[config.mk]
export PLATFORM = sky130hd
export DESIGN_NAME = cvmcu_pad_event_capture_flat
export DESIGN_NICKNAME = d
export VERILOG_FILES = /design/src/rtl/cvmcu_pad_pkg.sv /design/src/rtl/cvmcu_pad_event_capture_if.sv /design/src/rtl/cvmcu_pad_evt_fifo.sv /design/src/rtl/cvmcu_pad_event_capture.sv /design/src/flat_wrapper.sv
export SDC_FILE = /design/constraint.sdc
export NUM_CORES = 1
export LEC_CHECK = 0
export BUFFER_PORTS_ARGS = -buffer_cell sky130_fd_sc_hd__buf_4
export CORE_ASPECT_RATIO = 0.8
export CORE_MARGIN = 2
export CORE_UTILIZATION = 64
export CTS_BUF_LIST = sky130_fd_sc_hd__clkbuf_8
export CTS_CLUSTER_DIAMETER = 50
export DETAILED_ROUTE_END_ITERATION = 8
export PLACE_DENSITY_LB_ADDON = 0.05
export SYNTH_ARGS = -nofsm -noshare
export SYNTH_HDL_FRONTEND = slang
export SYNTH_SLANG_ARGS = --single-unit
[constraint.sdc]
create_clock -name ref_clk_i -period 5.27 [get_ports ref_clk_i]
set_input_delay 0.527 -clock ref_clk_i [delete_from_list [all_inputs] [get_ports ref_clk_i]]
set_output_delay 0.527 -clock ref_clk_i [all_outputs]
set_load 0.01 [all_outputs]
[src/rtl/cvmcu_pad_pkg.sv]
// Shared types and default parameters for the pad event capture block.
package cvmcu_pad_pkg;

    localparam int DEF_NUM_PADS = 48;
    localparam int DEF_TS_W     = 16;
    localparam int DEF_DEPTH    = 16;
    localparam int DEF_CNT_W    = 8;

    // Event payload at default widths; the FIFO word is packed in the same field order.
    typedef struct packed {
        logic [DEF_TS_W-1:0]     ts;
        logic [DEF_NUM_PADS-1:0] out;
        logic [DEF_NUM_PADS-1:0] oe;
    } pad_evt_t;

endpackage

[src/rtl/cvmcu_pad_event_capture_if.sv]
// Event stream from the capture block to its consumer (valid/ready with payload).
interface cvmcu_pad_event_capture_if
    import cvmcu_pad_pkg::*;
#(
    parameter int NUM_PADS = DEF_NUM_PADS,
    parameter int TS_W     = DEF_TS_W
);

    logic                evt_valid_o;
    logic                evt_ready_i;
    logic [TS_W-1:0]     evt_ts_o;
    logic [NUM_PADS-1:0] evt_out_o;
    logic [NUM_PADS-1:0] evt_oe_o;

    modport master (
        output evt_valid_o,
        output evt_ts_o,
        output evt_out_o,
        output evt_oe_o,
        input  evt_ready_i
    );

    modport slave (
        input  evt_valid_o,
        input  evt_ts_o,
        input  evt_out_o,
        input  evt_oe_o,
        output evt_ready_i
    );

endinterface

[src/rtl/cvmcu_pad_evt_fifo.sv]
// Synchronous FIFO; a write into a full FIFO is accepted only when a read frees a slot in the same cycle.
module cvmcu_pad_evt_fifo
    import cvmcu_pad_pkg::*;
#(
    parameter int WIDTH = 8,
    parameter int DEPTH = DEF_DEPTH
)(
    input  logic             clk,
    input  logic             rst,
    input  logic             clr,
    input  logic             wr_en,
    input  logic [WIDTH-1:0] wr_data,
    input  logic             rd_en,
    output logic [WIDTH-1:0] rd_data,
    output logic             full,
    output logic             empty
);

    localparam int AW = $clog2(DEPTH);
    localparam logic [AW:0] PTR_ONE = {{AW{1'b0}}, 1'b1};

    logic [AW:0]      wr_ptr_r;
    logic [AW:0]      rd_ptr_r;
    logic [WIDTH-1:0] mem_r [DEPTH];
    logic             wr_ok_s;
    logic             rd_ok_s;

    // Extra pointer bit distinguishes full from empty when the indices match.
    always_comb begin
        empty   = (wr_ptr_r == rd_ptr_r);
        full    = (wr_ptr_r[AW] != rd_ptr_r[AW]) && (wr_ptr_r[AW-1:0] == rd_ptr_r[AW-1:0]);
        rd_ok_s = rd_en && !empty;
        wr_ok_s = wr_en && (!full || rd_ok_s);
        rd_data = mem_r[rd_ptr_r[AW-1:0]];
    end

    // Pointer update; reset and clear both empty the FIFO and win over traffic.
    always_ff @(posedge clk) begin
        if (rst || clr) begin
            wr_ptr_r <= {(AW+1){1'b0}};
            rd_ptr_r <= {(AW+1){1'b0}};
        end else begin
            if (wr_ok_s) wr_ptr_r <= wr_ptr_r + PTR_ONE;
            if (rd_ok_s) rd_ptr_r <= rd_ptr_r + PTR_ONE;
        end
    end

    // Storage array; contents are meaningless outside the pointer window so it is not reset.
    always_ff @(posedge clk) begin
        if (wr_ok_s) mem_r[wr_ptr_r[AW-1:0]] <= wr_data;
    end

endmodule

[src/rtl/cvmcu_pad_event_capture.sv]
// Timestamps changes on unmasked pad out/oe values and queues them for a valid/ready consumer.
module cvmcu_pad_event_capture
    import cvmcu_pad_pkg::*;
#(
    parameter int NUM_PADS = DEF_NUM_PADS,
    parameter int TS_W     = DEF_TS_W,
    parameter int DEPTH    = DEF_DEPTH,
    parameter int CNT_W    = DEF_CNT_W
)(
    input  logic                      ref_clk_i,
    input  logic                      rst_i,
    input  logic                      enable_i,
    input  logic                      clear_i,
    input  logic [NUM_PADS-1:0]       mask_i,
    input  logic [NUM_PADS-1:0]       io_out_i,
    input  logic [NUM_PADS-1:0]       io_oe_i,
    cvmcu_pad_event_capture_if.master evt,
    output logic                      overflow_o,
    output logic [CNT_W-1:0]          dropped_o
);

    localparam int EVT_W = TS_W + 2 * NUM_PADS;
    localparam logic [TS_W-1:0]  TS_ONE  = {{(TS_W-1){1'b0}}, 1'b1};
    localparam logic [CNT_W-1:0] CNT_ONE = {{(CNT_W-1){1'b0}}, 1'b1};
    localparam logic [CNT_W-1:0] CNT_MAX = {CNT_W{1'b1}};

    logic [TS_W-1:0]     ts_r;
    logic [NUM_PADS-1:0] snap_out_r;
    logic [NUM_PADS-1:0] snap_oe_r;
    logic                priming_r;
    logic                overflow_r;
    logic [CNT_W-1:0]    dropped_r;
    logic                change_s;
    logic                push_s;
    logic                pop_s;
    logic                full_s;
    logic                empty_s;
    logic [EVT_W-1:0]    wr_data_s;
    logic [EVT_W-1:0]    rd_data_s;

    // Free-running timestamp, per-cycle snapshot and the priming flag that follows reset/clear.
    always_ff @(posedge ref_clk_i) begin
        if (rst_i) begin
            ts_r       <= {TS_W{1'b0}};
            snap_out_r <= {NUM_PADS{1'b0}};
            snap_oe_r  <= {NUM_PADS{1'b0}};
            priming_r  <= 1'b1;
        end else begin
            ts_r       <= ts_r + TS_ONE;
            snap_out_r <= io_out_i;
            snap_oe_r  <= io_oe_i;
            priming_r  <= clear_i;
        end
    end

    // Change detection and FIFO handshake decode.
    always_comb begin
        change_s  = 1'b0;
        wr_data_s = {ts_r, io_out_i, io_oe_i};
        if (priming_r) begin
            change_s = 1'b0;
        end else begin
            change_s = |(((io_out_i ^ snap_out_r) | (io_oe_i ^ snap_oe_r)) & ~mask_i);
        end
        push_s = enable_i && change_s && !clear_i;
        pop_s  = evt.evt_ready_i && !empty_s;
    end

    // Sticky overflow and saturating drop counter; a pop in the same cycle makes room, so no drop.
    always_ff @(posedge ref_clk_i) begin
        if (rst_i || clear_i) begin
            overflow_r <= 1'b0;
            dropped_r  <= {CNT_W{1'b0}};
        end else if (push_s && full_s && !pop_s) begin
            overflow_r <= 1'b1;
            if (dropped_r != CNT_MAX) dropped_r <= dropped_r + CNT_ONE;
        end
    end

    cvmcu_pad_evt_fifo #(
        .WIDTH (EVT_W),
        .DEPTH (DEPTH)
    ) u_fifo (
        .clk     (ref_clk_i),
        .rst     (rst_i),
        .clr     (clear_i),
        .wr_en   (push_s),
        .wr_data (wr_data_s),
        .rd_en   (pop_s),
        .rd_data (rd_data_s),
        .full    (full_s),
        .empty   (empty_s)
    );

    assign evt.evt_valid_o = !empty_s;
    assign evt.evt_ts_o    = rd_data_s[EVT_W-1 -: TS_W];
    assign evt.evt_out_o   = rd_data_s[2*NUM_PADS-1 -: NUM_PADS];
    assign evt.evt_oe_o    = rd_data_s[NUM_PADS-1:0];
    assign overflow_o      = overflow_r;
    assign dropped_o       = dropped_r;

endmodule

[src/flat_wrapper.sv]
// flat-port wrapper written by rule: the top's interface ports become plain ports
module cvmcu_pad_event_capture_flat import cvmcu_pad_pkg::*;
#(
    parameter int NUM_PADS = DEF_NUM_PADS,
    parameter int TS_W     = DEF_TS_W,
    parameter int DEPTH    = DEF_DEPTH,
    parameter int CNT_W    = DEF_CNT_W
)
  (ref_clk_i, rst_i, enable_i, clear_i, mask_i, io_out_i, io_oe_i, overflow_o, dropped_o, evt_evt_valid_o, evt_evt_ts_o, evt_evt_out_o, evt_evt_oe_o, evt_evt_ready_i);
  cvmcu_pad_event_capture_if #(.NUM_PADS(NUM_PADS), .TS_W(TS_W)) evt_i ();
  input  logic ref_clk_i;
  input  logic rst_i;
  input  logic enable_i;
  input  logic clear_i;
  input  logic [NUM_PADS-1:0] mask_i;
  input  logic [NUM_PADS-1:0] io_out_i;
  input  logic [NUM_PADS-1:0] io_oe_i;
  output logic overflow_o;
  output logic [CNT_W-1:0] dropped_o;
  output wire logic [$bits(evt_i.evt_valid_o)-1:0] evt_evt_valid_o;
  output wire logic [$bits(evt_i.evt_ts_o)-1:0] evt_evt_ts_o;
  output wire logic [$bits(evt_i.evt_out_o)-1:0] evt_evt_out_o;
  output wire logic [$bits(evt_i.evt_oe_o)-1:0] evt_evt_oe_o;
  input wire logic [$bits(evt_i.evt_ready_i)-1:0] evt_evt_ready_i;
  assign evt_evt_valid_o = evt_i.evt_valid_o;
  assign evt_evt_ts_o = evt_i.evt_ts_o;
  assign evt_evt_out_o = evt_i.evt_out_o;
  assign evt_evt_oe_o = evt_i.evt_oe_o;
  assign evt_i.evt_ready_i = evt_evt_ready_i;
  cvmcu_pad_event_capture #(.NUM_PADS(NUM_PADS), .TS_W(TS_W), .DEPTH(DEPTH), .CNT_W(CNT_W)) u_core (.ref_clk_i(ref_clk_i), .rst_i(rst_i), .enable_i(enable_i), .clear_i(clear_i), .mask_i(mask_i), .io_out_i(io_out_i), .io_oe_i(io_oe_i), .evt(evt_i), .overflow_o(overflow_o), .dropped_o(dropped_o));
endmodule
# Word level (Yosys, flattened, before mapping)
# Memory sizes are Yosys's and may differ from the RTL's. A register that Yosys moved wholly into a read port is not among the register bits.
# Cells that the tools add are included.
[totals]
register_bits = 132
latch_bits = 0
ramBits = 1792
mem_bits_ro = 0
input_bits = 149
out_inout_bits = 122
wordCells = 43
memories = 1
[op_classes]
n_addsub = 4
multipliers = 0
n_div = 0
n_lt_le_gt_ge = 0
n_eq_ne = 4
shifts = 0
muxes = 5
bitwise = 5
reduce_logical = 16
[memory_table]
columns = ["name", "words", "word_bits", "read_ports", "rd_ports_with_merged_regs", "wr", "line_no", "text"]
rows = [
  ["u_core.u_fifo.mem_r", 16, 112, 1, 1, 1, "cvmcu_pad_evt_fifo.sv:24", "logic [WIDTH-1:0] mem_r [DEPTH];"],
]
[ops]
columns = ["cell", "count"]
rows = [
  ["48-bit XOR", 2],
  ["48-bit AND", 1],
  ["48-bit NOT", 1],
  ["48-bit bitwise OR", 1],
  ["48-bit OR reduction", 1],
  ["16-bit by 1-bit adder with 16-bit output (second input constant)", 1],
  ["5-bit by 1-bit adder with 5-bit output (second input constant)", 2],
  ["8-bit by 1-bit adder with 8-bit output (second input constant)", 1],
  ["1-bit logical AND", 8],
  ["4-bit 2-to-1 mux", 2],
  ["8-bit inequality test (second input constant)", 1],
  ["5-bit equality test", 1],
  ["4-bit equality test", 1],
  ["1-bit logical NOT", 4],
  ["1-bit 2-to-1 mux", 3],
  ["1-bit logical OR", 2],
  ["2-bit AND reduction", 1],
  ["1-bit inequality test", 1],
]

# Longest topological paths before layout
# Gate-level depths: netlist (run 1).
[depth]
ltp_word = 10
depth_mapped = 9

# Hierarchy
# A second synthesis (run 1) with hierarchy kept.
[unflattened]
cells_unflattened = 3064
hier_area_um2 = 72843.6
[by_module_without_submodules]
columns = ["mod", "instances", "cells_per_inst", "area_each_um2"]
rows = [
  ["cvmcu_pad_evt_fifo", 1, 2564, 67917.6],
  ["cvmcu_pad_event_capture", 1, 500, 4926.0],
]

# Least setup slack after synthesis (run 1)
# No wires, ideal clock.
[synth_path]
kind = "input to register"
from = "in io_out_i[13]"
to = "mem u_core.u_fifo.mem_r[11][0] (netlist name), enable pin"
setup_time_ns = 0.485
arrival_time_ns = 4.354
setup_slack_ns = 0.431
stages = 8
path_buffers = 1
path_cell_list = "xnor2_1 a21oi_1 nor4_1 nand4_1 nor3_2 nor3_1 clkbuf_1 and3_1"
[synth_between]
elab_chain_cells = 10
[synth_lines]
columns = ["element", "line_no", "text"]
rows = [
  ["start, declared", "flat_wrapper.sv:16", "input logic [NUM_PADS-1:0] io_out_i;"],
  ["48-bit XOR", "cvmcu_pad_event_capture.sv:63", "change_s = |(((io_out_i ^ snap_out_r) | (io_oe_i ^ snap_oe_r)) & ~mask_i);"],
  ["48-bit bitwise OR", "cvmcu_pad_event_capture.sv:63", ""],
  ["48-bit AND", "cvmcu_pad_event_capture.sv:63", ""],
  ["48-bit OR reduction", "cvmcu_pad_event_capture.sv:63", ""],
  ["1-bit 2-to-1 mux", "cvmcu_pad_event_capture.sv:60", "if (priming_r) begin"],
  ["1-bit logical AND (2 in a row)", "cvmcu_pad_event_capture.sv:65", "push_s = enable_i && change_s && !clear_i;"],
  ["1-bit logical AND", "cvmcu_pad_evt_fifo.sv:33", "wr_ok_s = wr_en && (!full || rd_ok_s);"],
  ["1-bit 2-to-1 mux", "cvmcu_pad_evt_fifo.sv:50", "if (wr_ok_s) mem_r[wr_ptr_r[AW-1:0]] <= wr_data;"],
  ["1-bit 2-to-1 mux (implied by the code)", "cvmcu_pad_evt_fifo.sv:50", ""],
  ["end, declared", "cvmcu_pad_evt_fifo.sv:24", ""],
]
# No other way between the ends.

# Worst setup path after layout (run 1)
[layout_path]
from = "in io_oe_i[4]"
to = "mem u_core.u_fifo.mem_r[10][106] (netlist name), enable pin"
[layout_between]
elab_chain_cells = 10
[layout_lines]
columns = ["element", "line_no", "text"]
rows = [
  ["start, declared", "flat_wrapper.sv:17", "input logic [NUM_PADS-1:0] io_oe_i;"],
  ["48-bit XOR", "cvmcu_pad_event_capture.sv:63", ""],
  ["48-bit bitwise OR", "cvmcu_pad_event_capture.sv:63", ""],
  ["48-bit AND", "cvmcu_pad_event_capture.sv:63", ""],
  ["48-bit OR reduction", "cvmcu_pad_event_capture.sv:63", ""],
  ["1-bit 2-to-1 mux", "cvmcu_pad_event_capture.sv:60", ""],
  ["1-bit logical AND (2 in a row)", "cvmcu_pad_event_capture.sv:65", ""],
  ["1-bit logical AND", "cvmcu_pad_evt_fifo.sv:33", ""],
  ["1-bit 2-to-1 mux", "cvmcu_pad_evt_fifo.sv:50", ""],
  ["1-bit 2-to-1 mux (implied by the code)", "cvmcu_pad_evt_fifo.sv:50", ""],
]
# No other way between the ends.

==> run summary, run 1 <==
status: complete, no violations
post-layout net count: 3791
total power draw: 28.5 mW
GR Layer Usage met2: 45.9%
Max-slew headroom: 19.5%
input/output buffers: 270
Crit path top cell by count: buf_4
CP cell instances: dlygate4sd3_1, buf_4, xnor2_1, a21oi_1, nor4_1, nand4_1, nor3_2, buf_4, nor3_1, buf_4, and3_4, buf_4
post-synth top area cell: edfxtp_1
min setup slack post-route: 0.671 ns
asr flop ratio synth: 0%
RSZ-0062 raised after global routing: no
Reg clk slew, reported paths: 0.06 ns
hold path start: enable_i
die area: 0.116 mm²
GRT overflow: 0
grt met1 use: 42.9%
Post-CTS Repair Setup Buffers: 0
HPWL Detailed: 92.9 mm
skew final: 0.0402 ns
Tot GR Track Use: 29.8%
Max Freq: 217 MHz
Area contributors post-synth: edfxtp_1 74%, mux4_2 17%, dfxtp_1 3.8%
Final Hold Viols: 0
busiest grt layer: met2
Post-Synthesis Cells: 3058
Main synth FF type: edfxtp_1
Worst-Margin Slew: 1.21 ns
clk root buf: clkbuf_8
total I/O pin count: 271
Detail Route Antenna Nets: 0
Max Cap Violations: 0
non-filler cells, final: 5366
PwrDens: 344 mW/mm²
final WL: 170 mm
crit path DAT: 5.21 ns
Iter 0 DRT Violations: 4205
DR WL/cell: 31.6 µm
Levels on crit path: 12
synth cell count leaders: 1792 x edfxtp_1, 560 x mux4_2, 136 x dfxtp_1
CP Max Fanout: 61
GPL Wtd Cong: 0.843
Detailed Routing Iterations Pass 1: 5
post-synthesis cell area: 0.0726 mm²
R2R setup slack: 0.70 ns
Worst R2R Start: u_core.snap_oe_r[4]
pin count of the biggest net entering global routing: 100
crit path capture type: flop
vias in the first global route: 35900
WHS Endpoint: u_core.dropped_o[1]
fill cell count: 6216
Worst path max stage delay: 0.92 ns
total number of vias: 34800
dpl ws: 0.529 ns
critical path class: in -> reg
M3 GR Usage: 8.40%
cell family with most CP delay: buffers and inverters
clk_lat worst skew: 0.98 ns
clock sinks: 1928
Reg area: 0.0565 mm²
Area Overhead vs Synth: 14.4%
share of layout cells above drive strength 1: 32.7%
CTS tree: yes
YS warnings: 0
Seq/Total Area, Yosys: 77.9%
post-cts resize count: 0
effective utilization at floorplan: 64.5%
Core Area: 0.112 mm²
initial antenna violation count: 14
final worst-path cycle share: 87.3%
CTS Buf Count: 300
Reg2Reg Depth: 10
Syn Nets: 3214
area occupied by multi-input gates: 0.0155 mm²
# H-tree levels: 5
r2r endpoint: u_core.u_fifo.mem_r[10][106]
Buf/Inv on CP: 5
Leak: 26.0 nW
vias per inst: 6.49
Die Y: 305 µm
average instance area after synthesis: 23.7 µm²
final max-slew violation count: 0
deepest clock path buffer count: 4
number of synthesized flops with an enable pin: 1792
Hold Path Class: in -> reg
worst hold path depth: 4
placed cell count: 4746
min Tclk post-route: 4.60 ns
CP Data Required Time: 5.88 ns
CP max stage cell: xnor2_1
count leader, synth: edfxtp_1
setup TNS: 0 ns
Synth top area share: 74.1%
Post-CTS Hold Fix Bufs: 99
first-pass GRT wire length: 246 mm
Yosys reg bits: 1928
DRC viols: 0
maximum VDD drop: 0.000305 V
CP startpoint kind: primary input
chip width: 380 µm
FP Rows: 110
Distinct cells, synth: 41
endpoints failing setup: 0
[cells in the final DEF (no fill, tap or decap), types with 15 or more instances in the layout]
master	instances
nor2_1	24
clkbuf_8	320
buf_12	34
nand4_1	15
dlygate4sd3_1	99
xnor2_1	106
edfxtp_1	1792
a21oi_1	60
mux4_2	560
clkinv_1	50
nand2_1	17
nor2b_1	99
buf_4	285
inv_1	121
and3_4	16
dfxtp_1	132
clkinv_2	22
[tightest hold or removal path, stage by stage]
cell and delay (ns):
buf_4 0.11, or3b_2 0.26, nor3_1 0.08, mux2i_1 0.11
[area by class of cell]
class,count,share of cell area [%]
Antenna cell,6,0.0181
Timing Repair Buffer,418,4.59
Multi-Input combinational cell,980,18.7
Sequential cell,1928,68.1
Tap cell,1512,2.28
Inverter,7,0.0316
Clock inverter,195,0.958
Clock buffer,320,5.30
[stage by stage]
| step | util [%] | hold slack [ns] | area (µm²) |
|---|---|---|---|
| 2_1_floorplan | - | 0.463 | 72600 |
| 3_3_place_gp | 68.3 | 0.482 | 76800 |
| 3_5_place_dp | 68.3 | 0.493 | 76800 |
| 4_1_cts | 73.8 | 0.0935 | 83000 |
| 5_1_grt | 73.8 | 0.157 | 83000 |
| 6_report | 73.8 | 0.196 | 83000 |
[sequential cells by signal, indices dropped and copies added (netlist names), named ones only]
register and count:
u_core.u_fifo.rd_ptr_r 5, u_core.snap_out_r 48, u_core.priming_r 1, u_core.u_fifo.mem_r 1792, u_core.ts_r 16, u_core.dropped_o 8, u_core.snap_oe_r 48, u_core.u_fifo.wr_ptr_r 5
u_core.overflow_o 1
[worst max-delay path by stage]
stage	startpoint	endpoint	slack, ns
floorplan	io_out_i[13]	u_core.u_fifo.mem_r[11][0]	0.43
global placement	io_oe_i[4]	u_core.u_fifo.mem_r[10][48]	0.55
detailed placement	io_oe_i[4]	u_core.u_fifo.mem_r[10][4]	0.53
CTS	flop	evt_evt_oe_o[43]	0.79
global route	u_core.snap_oe_r[4]	u_core.u_fifo.mem_r[10][48]	0.60
finish	io_oe_i[4]	u_core.u_fifo.mem_r[10][106]	0.67
[metal layers]
metal | up-vias | share of wire [%]
li1 | 14100 | -
met1 | 18500 | 39
met2 | 1891 | 48
met3 | 294 | 11
met4 | 6 | 2.3
met5 | - | 0.021
[cell families (layout without fill, tap and decap cells)]
logic type               after synthesis  in the layout  share of synthesized area (%)
AO/OA/AOI/OAI                         77             77                          0.566
multiplexers                         562            562                           17.4
XOR/XNOR                             115            115                           1.41
flip-flops                          1928           1928                           77.9
buffers and inverters                150            940                          0.809
AND/OR/NAND/NOR                      219            219                           1.79
other                                  0              6                              0
adder cells (fa/ha/maj)                7              7                          0.121
[power breakdown]
part	switching [mW]	internal [mW]
clock network	5.45	5.57
logic	0.465	0.273
registers	0.0317	16.7
(Power assumes the default switching activity.)
==> run 2: changes to the inputs <==
Settings changed: CORE_UTILIZATION 64 to 40.
==> run 2 against run 1 <==
  * Register-to-register slack improved by 0.57 ns
  * Critical path type is now reg -> out
  * Largest power group unchanged
  * Clock power up 10%
  * Clock skew grew 0.030 ns
==> run summary, run 2 (synthesized netlist as in run 1, its figures left out) <==
Finished Cell Area: 0.0851 mm² (was 0.0830 mm²)
max reg flops: 1792 (unchanged)
status: complete, no violations (unchanged)
Post-CTS Repair Setup Buffers: 0 (unchanged)
Core Area: 0.180 mm² (was 0.112 mm²)
clk_lat worst skew: 1.02 ns (was 0.98 ns)
maximum VDD drop: 0.000239 V (was 0.000305 V)
Worst-Margin Slew: 1.04 ns (was 1.21 ns)
setup TNS: 0 ns (unchanged)
min setup slack post-route: 0.998 ns (was 0.671 ns)
FP Rows: 139 (was 110)
effective utilization at floorplan: 40.4% (was 64.5%)
GRT overflow: 0 (unchanged)
Area Overhead vs Synth: 17.3% (was 14.4%)
Post-CTS Hold Fix Bufs: 99 (unchanged)
min Tclk post-route: 4.27 ns (was 4.60 ns)
endpoints failing setup: 0 (unchanged)
final WL: 193 mm (was 170 mm)
crit path DAT: 3.74 ns (was 5.21 ns)
# H-tree levels: 5 (unchanged)
CTS Buf Count: 325 (was 300)
fill cell count: 14900 (was 6216)
GPL Wtd Cong: 0.785 (was 0.843)
input/output buffers: 270 (unchanged)
HPWL Detailed: 113 mm (was 92.9 mm)
dpl ws: 0.760 ns (was 0.529 ns)
CP Data Required Time: 4.74 ns (was 5.88 ns)
final max-slew violation count: 0 (unchanged)
deepest clock path buffer count: 4 (unchanged)
Final Hold Viols: 0 (unchanged)
Iter 0 DRT Violations: 3244 (was 4205)
DR WL/cell: 30.4 µm (was 31.6 µm)
clk root buf: clkbuf_8 (unchanged)
most frequent cells in the layout: 1792 x edfxtp_1, 560 x mux4_2, 338 x clkbuf_8 (was 1792 x edfxtp_1, 560 x mux4_2, 320 x clkbuf_8)
Critical Path Sink: evt_evt_out_o[25] (was u_core.u_fifo.mem_r[10][106])
Max Freq: 234 MHz (was 217 MHz)
vias per inst: 5.40 (was 6.49)
total I/O pin count: 271 (unchanged)
Reg clk slew, reported paths: 0.06 ns (about the same)
crit path capture type: output port (was flop)
Hold Path Class: in -> reg (unchanged)
Reg2Reg Depth: 9 (was 10)
DRC viols: 0 (unchanged)
critical path class: reg -> out (was in -> reg)
first-pass GRT wire length: 273 mm (was 246 mm)
leading cell type in the layout, fill and taps excluded: edfxtp_1 (unchanged)
share of layout cells above drive strength 1: 34.0% (was 32.7%)
skew final: 0.0704 ns (was 0.0402 ns)
hold path start: enable_i (unchanged)
PwrDens: 349 mW/mm² (was 344 mW/mm²)
placed cell areas: 0.0783 mm² (was 0.0768 mm²)
Max-slew headroom: 30.6% (was 19.5%)
CP startpoint kind: flop (was primary input)
post-cts resize count: 0 (unchanged)
clock sinks: 1928 (unchanged)
vias in the first global route: 36400 (was 35900)
Detailed Routing Iterations Pass 1: 5 (unchanged)
Max Cap Violations: 0 (unchanged)
CP Max Fanout: 49 (was 61)
Leak: 26.5 nW (was 26.0 nW)
initial antenna violation count: 17 (was 14)
RSZ-0062 raised after global routing: no (unchanged)
total power draw: 29.7 mW (was 28.5 mW)
Tot GR Track Use: 20.9% (was 29.8%)
final worst-path cycle share: 81.1% (was 87.3%)
Detail Route Antenna Nets: 0 (unchanged)
CTS tree: yes (unchanged)
Die Y: 385 µm (was 305 µm)
post-layout net count: 3850 (was 3791)
Worst R2R Start: u_core.snap_oe_r[22] (was u_core.snap_oe_r[4])
R2R setup slack: 1.27 ns (was 0.70 ns)
die area: 0.185 mm² (was 0.116 mm²)
chip width: 480 µm (was 380 µm)
share of the core filled with cells: 47.3% (was 73.8%)
r2r endpoint: u_core.u_fifo.mem_r[10][13] (was u_core.u_fifo.mem_r[10][106])
pin count of the biggest net entering global routing: 74 (was 100)
total number of vias: 34200 (was 34800)
## run 2: cell types whose count changed in the layout (fill, tap and decap cells not counted), moves of 7 or more
cell,previous run,this run
buf_4,285,307
clkinv_2,22,43
clkbuf_8,320,338
buf_12,34,45
clkinv_1,50,61
bufinv_16,0,7
inv_1,121,114
## run 2: final cells by class
| type | instances | area [µm²] | area share, % |
|---|---|---|---|
| flip-flops and latches | 1928 | 56500 | 66.4 |
| multi-input cells | 980 | 15500 | 18.3 |
| clock buffers | 338 | 4650 | 5.47 |
| repair buffers | 452 | 4210 | 4.94 |
| well taps | 2397 | 3000 | 3.52 |
| clock inverters | 226 | 1120 | 1.31 |
| inverters | 7 | 26.3 | 0.0309 |
| diodes | 7 | 17.5 | 0.0206 |
## run 2: per-stage QoR
stage | instances | hold slack, ns
6_report | 6335 | 0.271
5_1_grt | 6332 | 0.206
3_5_place_dp | 5665 | 0.497
4_1_cts | 6328 | 0.164
3_3_place_gp | 5665 | 0.486
2_1_floorplan | 3058 | 0.463
## run 2: routing by layer
layer	part of all wire, %	routed length, µm	up-vias	global-route usage (%)
met5	0.028	53	-	0
met4	2.1	4050	10	5.22
met3	4.8	9310	301	3.94
met2	51	97500	972	35.2
met1	42	81700	18600	28.1
li1	-	-	14300	-
## run 2: worst min-delay path by stage
stage | end | cells after the start
after global placement | u_core.dropped_o[7] | 2
after CTS | u_core.dropped_o[2] | 6
final | u_core.dropped_o[2] | 6
after detailed placement | u_core.dropped_o[6] | 2
after global routing | u_core.dropped_o[0] | 4
after floorplan | u_core.u_fifo.wr_ptr_r[4] | 2
## run 2: power by group
| group | internal [mW] | total [mW] | switching (mW) |
|---|---|---|---|
| clock network | 6.27 | 12.1 | 5.87 |
| logic | 0.277 | 0.756 | 0.479 |
| registers | 16.7 | 16.8 | 0.0332 |
## run 2: worst max-delay path: stages, from the launching register on
cell     delay [ns]
dfxtp_4        0.71
buf_12         0.28
buf_12         0.39
mux4_2         0.63
mux4_2         0.48
buf_4          0.16
